$ cat src/rtl/snake_move_scheduler.sv
// snake_move_scheduler
//   Turns level-sensitive direction buttons into a paced stream of snake
//   moves. A small FSM (IDLE / RUN / PAUSED) owns a move-period counter, the
//   committed direction, a pending direction that buttons may overwrite
//   between moves, and the head position on a wrap-around grid.
//
// Ports
//   clk        : single clock, all state changes on its rising edge
//   reset      : synchronous active-high reset
//   l, r, u, d : direction buttons (level), priority l > r > u > d
//   pause      : level, freezes movement while high in RUN
//   speed[1:0] : move period select, P = TICK_BASE >> speed
//   direction  : committed direction 000 none, 001 L, 010 R, 011 U, 100 D
//   step       : one-cycle pulse on each committed move
//   head_x/y   : head column / row
//   state      : 00 IDLE, 01 RUN, 10 PAUSED
module snake_move_scheduler #(
  parameter int TICK_BASE = 16,
  parameter int GRID_W    = 32,
  parameter int GRID_H    = 24
) (
  input  logic       clk,
  input  logic       reset,
  input  logic       l,
  input  logic       r,
  input  logic       u,
  input  logic       d,
  input  logic       pause,
  input  logic [1:0] speed,
  output logic [2:0] direction,
  output logic       step,
  output logic [4:0] head_x,
  output logic [4:0] head_y,
  output logic [1:0] state
);

  typedef enum logic [1:0] {
    ST_IDLE   = 2'b00,
    ST_RUN    = 2'b01,
    ST_PAUSED = 2'b10
  } state_t;

  localparam logic [2:0] DIR_NONE  = 3'b000;
  localparam logic [2:0] DIR_LEFT  = 3'b001;
  localparam logic [2:0] DIR_RIGHT = 3'b010;
  localparam logic [2:0] DIR_UP    = 3'b011;
  localparam logic [2:0] DIR_DOWN  = 3'b100;

  localparam logic [4:0] X_MAX = 5'(GRID_W - 1);
  localparam logic [4:0] Y_MAX = 5'(GRID_H - 1);
  localparam logic [4:0] X_MID = 5'(GRID_W / 2);
  localparam logic [4:0] Y_MID = 5'(GRID_H / 2);

  // cnt never exceeds the longest period minus one, TICK_BASE - 1
  localparam int CNT_W = (TICK_BASE > 2) ? $clog2(TICK_BASE) : 1;

  state_t           state_r;
  logic [2:0]       direction_r;
  logic [2:0]       pending_r;
  logic             step_r;
  logic [4:0]       head_x_r;
  logic [4:0]       head_y_r;
  logic [CNT_W-1:0] cnt_r;

  logic [2:0]       req_s;
  logic             accept_s;
  logic [31:0]      period_s;
  logic [31:0]      last_s;
  logic             fire_s;
  logic [4:0]       next_x_s;
  logic [4:0]       next_y_s;

  function automatic logic [2:0] reverse_dir(input logic [2:0] dir);
    logic [2:0] rev;
    case (dir)
      DIR_LEFT:  rev = DIR_RIGHT;
      DIR_RIGHT: rev = DIR_LEFT;
      DIR_UP:    rev = DIR_DOWN;
      DIR_DOWN:  rev = DIR_UP;
      default:   rev = DIR_NONE;
    endcase
    return rev;
  endfunction

  // Priority button decode and reversal filter against the committed direction
  always_comb begin
    req_s = DIR_NONE;
    if (l) begin
      req_s = DIR_LEFT;
    end else if (r) begin
      req_s = DIR_RIGHT;
    end else if (u) begin
      req_s = DIR_UP;
    end else if (d) begin
      req_s = DIR_DOWN;
    end else begin
      req_s = DIR_NONE;
    end
    accept_s = (req_s != DIR_NONE) && (req_s != reverse_dir(direction_r));
  end

  // Move period from the live speed input; a speed change acts at once
  always_comb begin
    period_s = 32'(TICK_BASE) >> speed;
    if (period_s == 32'd0) begin
      last_s = 32'd0;
    end else begin
      last_s = period_s - 32'd1;
    end
    fire_s = (32'(cnt_r) >= last_s);
  end

  // Next head position in the pending direction with wrap-around
  always_comb begin
    next_x_s = head_x_r;
    next_y_s = head_y_r;
    case (pending_r)
      DIR_LEFT: begin
        if (head_x_r == 5'd0) next_x_s = X_MAX;
        else                  next_x_s = head_x_r - 5'd1;
      end
      DIR_RIGHT: begin
        if (head_x_r >= X_MAX) next_x_s = 5'd0;
        else                   next_x_s = head_x_r + 5'd1;
      end
      DIR_UP: begin
        if (head_y_r == 5'd0) next_y_s = Y_MAX;
        else                  next_y_s = head_y_r - 5'd1;
      end
      DIR_DOWN: begin
        if (head_y_r >= Y_MAX) next_y_s = 5'd0;
        else                   next_y_s = head_y_r + 5'd1;
      end
      default: begin
        next_x_s = head_x_r;
        next_y_s = head_y_r;
      end
    endcase
  end

  // Scheduler FSM with registered outputs
  always_ff @(posedge clk) begin
    if (reset) begin
      state_r     <= ST_IDLE;
      direction_r <= DIR_NONE;
      pending_r   <= DIR_NONE;
      step_r      <= 1'b0;
      cnt_r       <= {CNT_W{1'b0}};
      head_x_r    <= X_MID;
      head_y_r    <= Y_MID;
    end else begin
      step_r <= 1'b0;
      case (state_r)
        ST_IDLE: begin
          direction_r <= DIR_NONE;
          if (req_s != DIR_NONE) begin
            state_r     <= ST_RUN;
            direction_r <= req_s;
            pending_r   <= req_s;
            cnt_r       <= {CNT_W{1'b0}};
          end
        end
        ST_RUN: begin
          // pause wins over everything else on this edge: no step, cnt holds
          if (pause) begin
            state_r <= ST_PAUSED;
          end else begin
            if (accept_s) begin
              pending_r <= req_s;
            end
            if (fire_s) begin
              cnt_r       <= {CNT_W{1'b0}};
              step_r      <= 1'b1;
              direction_r <= pending_r;
              head_x_r    <= next_x_s;
              head_y_r    <= next_y_s;
            end else begin
              cnt_r <= cnt_r + CNT_W'(1'b1);
            end
          end
        end
        ST_PAUSED: begin
          if (!pause) begin
            state_r <= ST_RUN;
          end
        end
        default: begin
          state_r     <= ST_IDLE;
          direction_r <= DIR_NONE;
          pending_r   <= DIR_NONE;
          cnt_r       <= {CNT_W{1'b0}};
        end
      endcase
    end
  end

  assign direction = direction_r;
  assign step      = step_r;
  assign head_x    = head_x_r;
  assign head_y    = head_y_r;
  assign state     = state_r;

endmodule

$ cat config.mk
export PLATFORM = sky130hd
export DESIGN_NAME = snake_move_scheduler
export DESIGN_NICKNAME = d
export VERILOG_FILES = /design/src/rtl/snake_move_scheduler.sv
export SDC_FILE = /design/constraint.sdc
export NUM_CORES = 1
export LEC_CHECK = 0
export CAP_MARGIN = 20
export CORE_MARGIN = 5
export CORE_UTILIZATION = 59
export CTS_CLUSTER_SIZE = 28
export DETAILED_ROUTE_END_ITERATION = 7
export PLACE_DENSITY_LB_ADDON = 0.1
export SYNTH_ARGS = -nofsm -noshare
export SYNTH_HDL_FRONTEND = slang
export SYNTH_SLANG_ARGS = --single-unit
$ cat constraint.sdc
create_clock -name clk -period 3.56 [get_ports clk]
set_input_delay 0.356 -clock clk [delete_from_list [all_inputs] [get_ports clk]]
set_output_delay 0.356 -clock clk [all_outputs]
set_load 0.1 [all_outputs]
# Yosys cells after proc, flatten, opt, wreduce, memory -nomap -nowiden
# Cells that the tools add are included.
# totals
ff_bits	23
latch_bits	0
mem_bits_rw	0
rom_bits	0
input_bits	9
out_inout_bits	16
wordCells	81
mem_count	0
# classes
n_addsub	6
mul	0
n_div	0
magnitude_cmp	3
eq_ne	17
shift	1
mux	29
bitwise_logic	3
reduce_logical	15
# op_table
cell	count
$ge A4 B32 Y1	1
$logic_not A32 Y1	1
$mux W32	1
$shr A5 B2 Y32 const A	1
$sub A32 B1 Y32 const B	1
$mux W3	10
$mux W5	4
$pmux W5 S2	2
$pmux W3 S3	2
$eq A3 B2 Y1 const B	4
$mux W4	3
$ne A2 B2 Y1 const B	6
$pmux W3 S4	1
$pmux W4 S3	1
$reduce_and A4 Y1	3
$add A5 B1 Y5 const B	2
$ge A5 B5 Y1 const B	2
$logic_not A5 Y1	2
$sub A5 B1 Y5 const B	2
$reduce_and A3 Y1	3
$eq A3 B1 Y1 const B	2
$eq A3 B3 Y1 const B	2
$mux W2	3
$pmux W2 S3	1
other kinds (11)	14

# Longest topological paths before layout
# Gate-level depths: netlist (run 1).
# logic_depth
word_depth	9
ltp_mapped	11

# Worst setup path after synthesis (run 1)
# Ideal clock, no wire load.
# synth_timing
kind	input to register
from	in speed[0]
to	reg direction_r[2] (netlist: direction[2])
setup_ps	70
t_arrival_ps	2391
path_slack_ps	1099
path_stages	11
n_path_buf	2
path_cell_list	and2_1 -> inv_1 -> ha_1 -> clkbuf_1 -> ha_1 -> a21o_1 -> a31oi_1 -> o21a_1 -> buf_2 -> or4b_2 -> a21oi_1
# synth_via
elab_chain_cells	6
# synth_lines
item	line_no	text
from (decl)	29	input logic [1:0] speed,
$shr A5 B2 Y32 (*)	104	period_s = 32'(TICK_BASE) >> speed;
$sub A32 B1 Y32 / $logic_not A32 Y1 (equally long branches)	108, 105	
$mux W32 (*)	105	if (period_s == 32'd0) begin
$ge A4 B32 Y1 (*)	110	fire_s = (32'(cnt_r) >= last_s);
$ne A2 B2 Y1 (no line) (*)	--	
$reduce_and A3 Y1 (no line) (*)	--	
to (signal assigned)	158	direction_r <= req_s;
to (signal assigned)	174	direction_r <= pending_r;
to (decl)	58	logic [2:0] direction_r;
# Mark *: on every way between the ends. The rest lies on a longest branch, timed or not.
# A chain may end at the register's enable or synchronous reset.

# Worst setup path in the final report (run 1)
# layout_timing
from	in speed[1]
to	reg direction_r[0] (netlist: direction[0])
# The elaborated chain is that of the path after synthesis.

==> summary.md, run 1 <==
| Metric | Value |
|---|---|
| Run status | completed |
| Flops & latches, synth | 23 |
| Area contributors post-synth | dfxtp_1 (26%), ha_1 (9.2%), a21oi_1 (5.1%) |
| Commonest non-fill, non-tap cells in the layout | clkdlybuf4s50_1 (24), dfxtp_1 (23), o21ai_0 (18), a21oi_1 (18), nor2_1 (16) |
| H-tree levels | 1 |
| Critical Path Max Stage Delay | 680 ps |
| Max clock buf depth | 2 |
| Fin crit share | 78.2% |
| Gpl congestion | 0.883 |
| Clock transition at path regs | 140 ps |
| Detailed Route Iter0 Violations | 160 |
| Vias | 1814 |
| Sw Pwr | 0.191 mW |
| Clock group share of total power | 22.9% |
| WL final | 4190 µm |
| Detailed Place HPWL | 3130 µm |
| Adder-cell share of the synthesized area | 9.21% |
| Achievable frequency | 359 MHz |
| CORE AREA | 2810 µm² |
| Initial antenna violation count | 0 |
| Top FF cell, synth | dfxtp_1 |
| CTS root buffer | clkbuf_4 |
| Worst rel slew slack | 34.8% |
| Number of gates resized after cts | 0 |
| PortBufs | 24 |
| IO Pins | 25 |
| Reg area | 460 µm² |
| CTS tree | built |
| WHS | 525 ps |
| Slew Limit Fails | 0 |
| M2 GR Usage | 35.9% |
| Syn Std Cell Area | 1770 µm² |
| Post-DR wirelength/cell | 15.2 µm |
| Post-CTS Hold Buffers | 0 |
| Synthesized instance count | 230 |
| Syn avg cell area | 7.68 µm² |
| Critical path's slowest cell | or4b_2 |
| Pwr Density | 273 nW/µm² |
| Placed cell areas | 1980 µm² |
| Final-layout fill cell count | 237 |
| Cells along the critical path | clkdlybuf4s50_1 -> nor2_1 -> inv_1 -> ha_1 -> nor2b_1 -> nand3_1 -> o21a_1 -> or4b_2 -> a21oi_1 |
| Fin nets | 268 |
| Later-pin clock latency in the skew report | 320 ps |
| Remaining DRCs | 0 |
| Combinational Power Share | 25.5% |
| Internal power | 0.358 mW |
| Post-layout min period | 2790 ps |
| Post-Synth XOR/XNOR Area | 0.992% |
| Die height | 64.7 µm |
| First-pass GRT wire length | 7220 µm |
| Post-synthesis mux area share | 0% |
| Crit path kind | in -> reg |
| Vias in the first global route | 1647 |
| Final setup viols | 0 |
| Worst reg2reg setup slack | 1360 ps |
| Global-route met1 utilization | 27.6% |
| Fin cells | 276 |
| Hold Fails Final Rpt | 0 |
| Area taken by multi-input logic gates | 1200 µm² |
| Setup TNS | 0 ps |
| Layout cell share with drive strength beyond 1 | 4.49% |
| Crit path capture type | flop |
| Core Rows | 19 |
| Overall power | 0.549 mW |
| Syn_nets | 252 |
| CTS Buf Count | 3 |
| Largest family of logic cells by synthesized area | simple AND/OR/NAND/NOR gates |
| Vias per cell | 6.57 |
| Sw frac | 34.8% |
| Leakage | 0.747 nW |
| Largest net degree at the start of global routing | 24 |
| Gr ovfl total | 0 |
| Asr flop ratio synth | 0% |
| Clock sink count | 23 |
| Starting Density | 62.9% |
| DR pass1 iterations | 4 |
| Final setup margin | 775 ps |
| Final core utilization | 71.6% |
| Post-synth EDFFs | 0 |
| Die area | 4190 µm² |
| Commonest non-fill, non-tap cell in the layout | clkdlybuf4s50_1 |
| Setup repair after global routing missed its margin | no |
| Diodes inserted | 0 |
| Worst Tran Pin Value | 975 ps |
| Synth warn | 0 |
| Max-Cap Viols | 0 |
| CP Max Fanout | 12 |
| Setup Skew | 10.8 ps |
| Required time of the worst setup path | 3810 ps |
| Synth area leader | dfxtp_1 |
| Post-CTS Setup Bufs | 0 |
| Compound-gate portion of the synthesized area | 28.3% |
| Yosys top cell area share | 26.1% |
| Gr busiest metal | met2 |
| IR drop worst, VDD | 180 µV |
| Placed cells | 272 |
| Cell area after layout | 2010 µm² |
| Register share of total power | 51.7% |
| Distinct cells, synth | 54 |
| Startpoint Class | input port |
| HP Class | reg -> reg |
| Simple-Gate Fraction of Synth Area | 29.3% |
| Die width | 64.7 µm |
| CP arrival | 3030 ps |
| Met3 Track Usage GR | 2.25% |
| Register area share after synthesis | 26.1% |
| Final ANT Viol Nets | 0 |
| Tot GR Track Use | 20.7% |
| Area delta synth->final | 13.7% |
| Pre-CTS setup slack | 472 ps |
## power by group through the flow
stage	sequential [mW]	clock, mW	combinational (mW)
6_report	0.284	0.126	0.140
5_1_grt	0.287	0.142	0.152
4_1_cts	0.283	0.133	0.139
3_5_place_dp	0.289	0	0.138
3_3_place_gp	0.287	0	0.133
2_1_floorplan	0.310	0	0.0818
## layout make-up
cell class	instances	area share, %
clock buffer	3	1.12
timing repair buffer	24	12.0
clock inverter	1	0.249
tap	31	1.93
multi-input combinational	183	59.8
sequential	23	22.9
inverter	11	2.06
## synthesized netlist by cell type (2+ instances only)
| cell | instances |
|---|---|
| dfxtp_1 | 23 |
| a21oi_1 | 18 |
| o21ai_0 | 18 |
| nor2_1 | 16 |
| nand2_1 | 15 |
| nand3_1 | 14 |
| ha_1 | 13 |
| inv_1 | 11 |
| clkbuf_1 | 8 |
| nand2b_1 | 8 |
| a31oi_1 | 7 |
| nor3_1 | 7 |
| and3_1 | 5 |
| nor3b_1 | 4 |
| or3_1 | 4 |
| a211oi_1 | 3 |
| a221o_1 | 3 |
| buf_2 | 3 |
| nor2b_1 | 3 |
| o211ai_1 | 3 |
| or4_1 | 3 |
| a21o_1 | 2 |
| a311oi_1 | 2 |
| a41oi_1 | 2 |
| nand3b_1 | 2 |
| o21a_1 | 2 |
| o41ai_1 | 2 |
| or2_2 | 2 |
| or4b_2 | 2 |
## path summary, 6_finish.rpt
| kind | cells past startpoint | end | start |
|---|---|---|---|
| worst max-delay path | 9 | direction[0] | speed[1] |
| worst min-delay path | 2 | cnt_r[0] | cnt_r[0] |
| worst max register to register | 7 | direction[0] | cnt_r[0] |
| worst min register to register | 2 | cnt_r[0] | cnt_r[0] |
## cells by family (layout without fill, tap and decap cells)
| family | count (synthesis) | count (layout) |
|---|---|---|
| other | 1 | 1 |
| DFF | 23 | 23 |
| adders and majority gates | 13 | 13 |
| AOI/OAI and AO/OA | 74 | 74 |
| and+or+nand+nor | 93 | 93 |
| buffers and inverters | 24 | 39 |
| xor gates and xnor gates | 2 | 2 |
## routing by layer
| metal | part of all wire (%) | up-vias |
|---|---|---|
| met1 | 45 | 862 |
| met5 | 0 | - |
| met4 | 0.33 | 0 |
| met2 | 49 | 60 |
| li1 | - | 890 |
| met3 | 5.0 | 2 |
## registers in the layout, indices dropped and copies added, names as in the netlist
signal,flops
head_y,5
direction,3
cnt_r,4
head_x,5
state,2
step,1
pending_r,3
## critical path: cells and delay by family
kind,cells,cell delay [ps]
compound gates,2,460
fa+ha+maj,1,290
buf+inv,2,590
simple gates,4,1340
No activity file was read; power rests on OpenSTA's default activity.
==> run 2, diff against run 1 <==
--- a/config.mk
+++ b/config.mk
@@ -7,7 +7,7 @@
 export LEC_CHECK = 0
 export CAP_MARGIN = 20
 export CORE_MARGIN = 5
-export CORE_UTILIZATION = 59
+export CORE_UTILIZATION = 49
 export CTS_CLUSTER_SIZE = 28
 export DETAILED_ROUTE_END_ITERATION = 7
 export PLACE_DENSITY_LB_ADDON = 0.1
==> constraint.sdc (replaced) <==
create_clock -name clk -period 2.4 [get_ports clk]
set_input_delay 0.24 -clock clk [delete_from_list [all_inputs] [get_ports clk]]
set_output_delay 0.24 -clock clk [all_outputs]
set_load 0.1 [all_outputs]
==> run 2 against run 1 <==
Compared with the run above:
- cell area rose by 6.1%
- final cell count is 11% higher
- critical endpoint unchanged
- worst hold slack lost 16 ps
- non-clock buffer count up 14
- sequential power increased by 48%
- sequential share of layout area decreased by 1.2 points
- register-to-register slack worse by 1000 ps
- power up 53%
- largest power group unchanged
- global-route usage down 4.0 points
- first-iteration DRC count is 44% lower
- core utilization decreased by 9.2 points
==> summary.md, run 2 (synthesis gave the netlist of run 1 again) <==
| Metric | Value |
|---|---|
| Run status | completed (unchanged) |
| CORE AREA | 3420 µm² (was 2810 µm²) |
| HP Class | reg -> reg (unchanged) |
| Vias per cell | 5.78 (was 6.57) |
| IO Pins | 25 (unchanged) |
| WHS | 508 ps (was 525 ps) |
| Layout cell share with drive strength beyond 1 | 18.9% (was 4.49%) |
| Commonest non-fill, non-tap cell in the layout | buf_4 (was clkdlybuf4s50_1) |
| Initial antenna violation count | 0 (unchanged) |
| Clock transition at path regs | 140 ps (about the same) |
| Crit path kind | in -> reg (unchanged) |
| CTS tree | built (unchanged) |
| Post-layout min period | 2330 ps |
| Final core utilization | 62.4% (was 71.6%) |
| Pwr Density | 395 nW/µm² (was 273 nW/µm²) |
| Slew Limit Fails | 0 (unchanged) |
| Register share of total power | 50.0% (was 51.7%) |
| Overall power | 0.841 mW (was 0.549 mW) |
| Hold Fails Final Rpt | 0 (unchanged) |
| Post-CTS Hold Buffers | 0 (unchanged) |
| Achievable frequency | 429 MHz |
| Sw frac | 34.3% (was 34.8%) |
| Detailed Route Iter0 Violations | 89 (was 160) |
| CTS Buf Count | 3 (unchanged) |
| Worst Tran Pin Value | 548 ps (was 975 ps) |
| Post-DR wirelength/cell | 13.2 µm (was 15.2 µm) |
| Largest net degree at the start of global routing | 15 (was 24) |
| Die height | 70.0 µm (was 64.7 µm) |
| DR pass1 iterations | 4 (unchanged) |
| Die area | 4900 µm² (was 4190 µm²) |
| Starting Density | 51.7% (was 62.9%) |
| Combinational Power Share | 27.5% (was 25.5%) |
| Startpoint Class | input port (unchanged) |
| Critical Path Max Stage Delay | 650 ps (was 680 ps) |
| H-tree levels | 1 (unchanged) |
| Cells along the critical path | clkdlybuf4s50_1 -> and2_4 -> inv_1 -> ha_4 -> ha_4 -> a21o_1 -> a31oi_1 -> o21a_2 -> or4b_2 -> a21oi_2 (was clkdlybuf4s50_1 -> nor2_1 -> inv_1 -> ha_1 -> nor2b_1 -> nand3_1 -> o21a_1 -> or4b_2 -> a21oi_1) |
| Most frequent CP cell | ha_4 |
| Internal power | 0.553 mW (was 0.358 mW) |
| First-pass GRT wire length | 7000 µm (was 7220 µm) |
| WL final | 4020 µm (was 4190 µm) |
| Clock sink count | 23 (unchanged) |
| Core Rows | 21 (was 19) |
| Worst rel slew slack | 63.1% (was 34.8%) |
| Required time of the worst setup path | 2670 ps (was 3810 ps) |
| Crit path capture type | flop (unchanged) |
| Setup Skew | 11.0 ps (was 10.8 ps) |
| Critical path's slowest cell | or4b_2 (unchanged) |
| PortBufs | 24 (unchanged) |
| Detailed Place HPWL | 2950 µm (was 3130 µm) |
| IR drop worst, VDD | 237 µV (was 180 µV) |
| Area delta synth->final | 20.7% (was 13.7%) |
| Clock group share of total power | 22.6% (was 22.9%) |
| Tot GR Track Use | 16.7% (was 20.7%) |
| CTS root buffer | clkbuf_4 (unchanged) |
| Gpl congestion | 0.883 (about the same) |
| Vias in the first global route | 1596 (was 1647) |
| Later-pin clock latency in the skew report | 320 ps (about the same) |
| Die width | 70.0 µm (was 64.7 µm) |
| Remaining DRCs | 0 (unchanged) |
| Setup repair after global routing missed its margin | no (unchanged) |
| Max-Cap Viols | 0 (unchanged) |
| Fin crit share | 97.1% |
| Fin nets | 282 (was 268) |
| Commonest non-fill, non-tap cells in the layout | buf_4 (30), dfxtp_1 (21), o21ai_0 (18) (was clkdlybuf4s50_1 (24), dfxtp_1 (23), o21ai_0 (18), a21oi_1 (18), nor2_1 (16)) |
| CP Max Fanout | 6 (was 12) |
| Vias | 1764 (was 1814) |
| Sw Pwr | 0.288 mW (was 0.191 mW) |
| Max clock buf depth | 2 (unchanged) |
| Diodes inserted | 0 (unchanged) |
| Final setup viols | 0 (unchanged) |
| Final ANT Viol Nets | 0 (unchanged) |
| CP arrival | 2600 ps (was 3030 ps) |
| Gr ovfl total | 0 (unchanged) |
| Leakage | 0.847 nW (was 0.747 nW) |
## run 2: changes by cell type in the layout (fill, tap and decap cells not counted), moves of 2 or more
cell,change
buf_4,+30
clkdlybuf4s50_1,-17
a21oi_1,-2
a21oi_2,+2
dfxtp_1,-2
dfxtp_2,+2
ha_1,-2
ha_4,+2
## run 2: path summary, 6_finish.rpt
kind / slack (ps) / to / from / depth (start not counted)
setup / recovery: 70 / direction[0] / speed[0] / 10
hold / removal: 510 / cnt_r[1] / cnt_r[1] / 2
hold reg to reg: 510 / cnt_r[1] / cnt_r[1] / 2
setup reg to reg: 340 / direction[0] / cnt_r[0] / 7
## run 2: layout make-up
class,count,area (µm²)
Sequential cell,23,463
Multi-Input combinational cell,183,1240
Clock buffer,4,26.3
Timing Repair Buffer,38,304
Tap cell,46,57.6
Fill cell,322,1280
Inverter,11,41.3
## run 2: per-layer routing
metal	share of wire [%]	GRT usage (%)	vias up
met1	51	23.0	805
met5	0	0	-
met4	1.5	6.81	0
li1	-	-	924
met3	4.0	2.15	6
met2	44	26.2	29
## run 2: metrics by stage
| step | worst slack (ps) | cell area, µm² | cells | setup TNS (ps) |
|---|---|---|---|---|
| 4_1_cts | 19.4 | 2110 | 305 | 0 |
| 3_5_place_dp | -411 | 2050 | 299 | -4240 |
| 2_1_floorplan | 15.4 | 1770 | 230 | 0 |
| 3_3_place_gp | -347 | 2050 | 299 | -3610 |
| 6_report | 70.6 | 2130 | 305 | 0 |
| 5_1_grt | 5.30 | 2130 | 305 | 0 |
## run 2: worst max-delay path, delay by kind of cell
kind	cells	cell delay (ps)
and+or+nand+nor	2	800
AOI/OAI and AO/OA	4	530
adders and majority gates	2	490
buffers and inverters	2	550
## run 2: power by group through the flow
stage | logic, mW | clock network (mW) | registers, mW
6_report | 0.231 | 0.190 | 0.420
3_3_place_gp | 0.215 | 0 | 0.428
2_1_floorplan | 0.121 | 0 | 0.460
4_1_cts | 0.225 | 0.202 | 0.420
5_1_grt | 0.254 | 0.218 | 0.424
3_5_place_dp | 0.217 | 0 | 0.428
## run 2: repair_timing
action / in CTS / in global routing
pin swaps: 1 / 1
gates resized for setup: 3 / 5
setup endpoints to repair: 2 / 4
setup buffers: 2 / 0
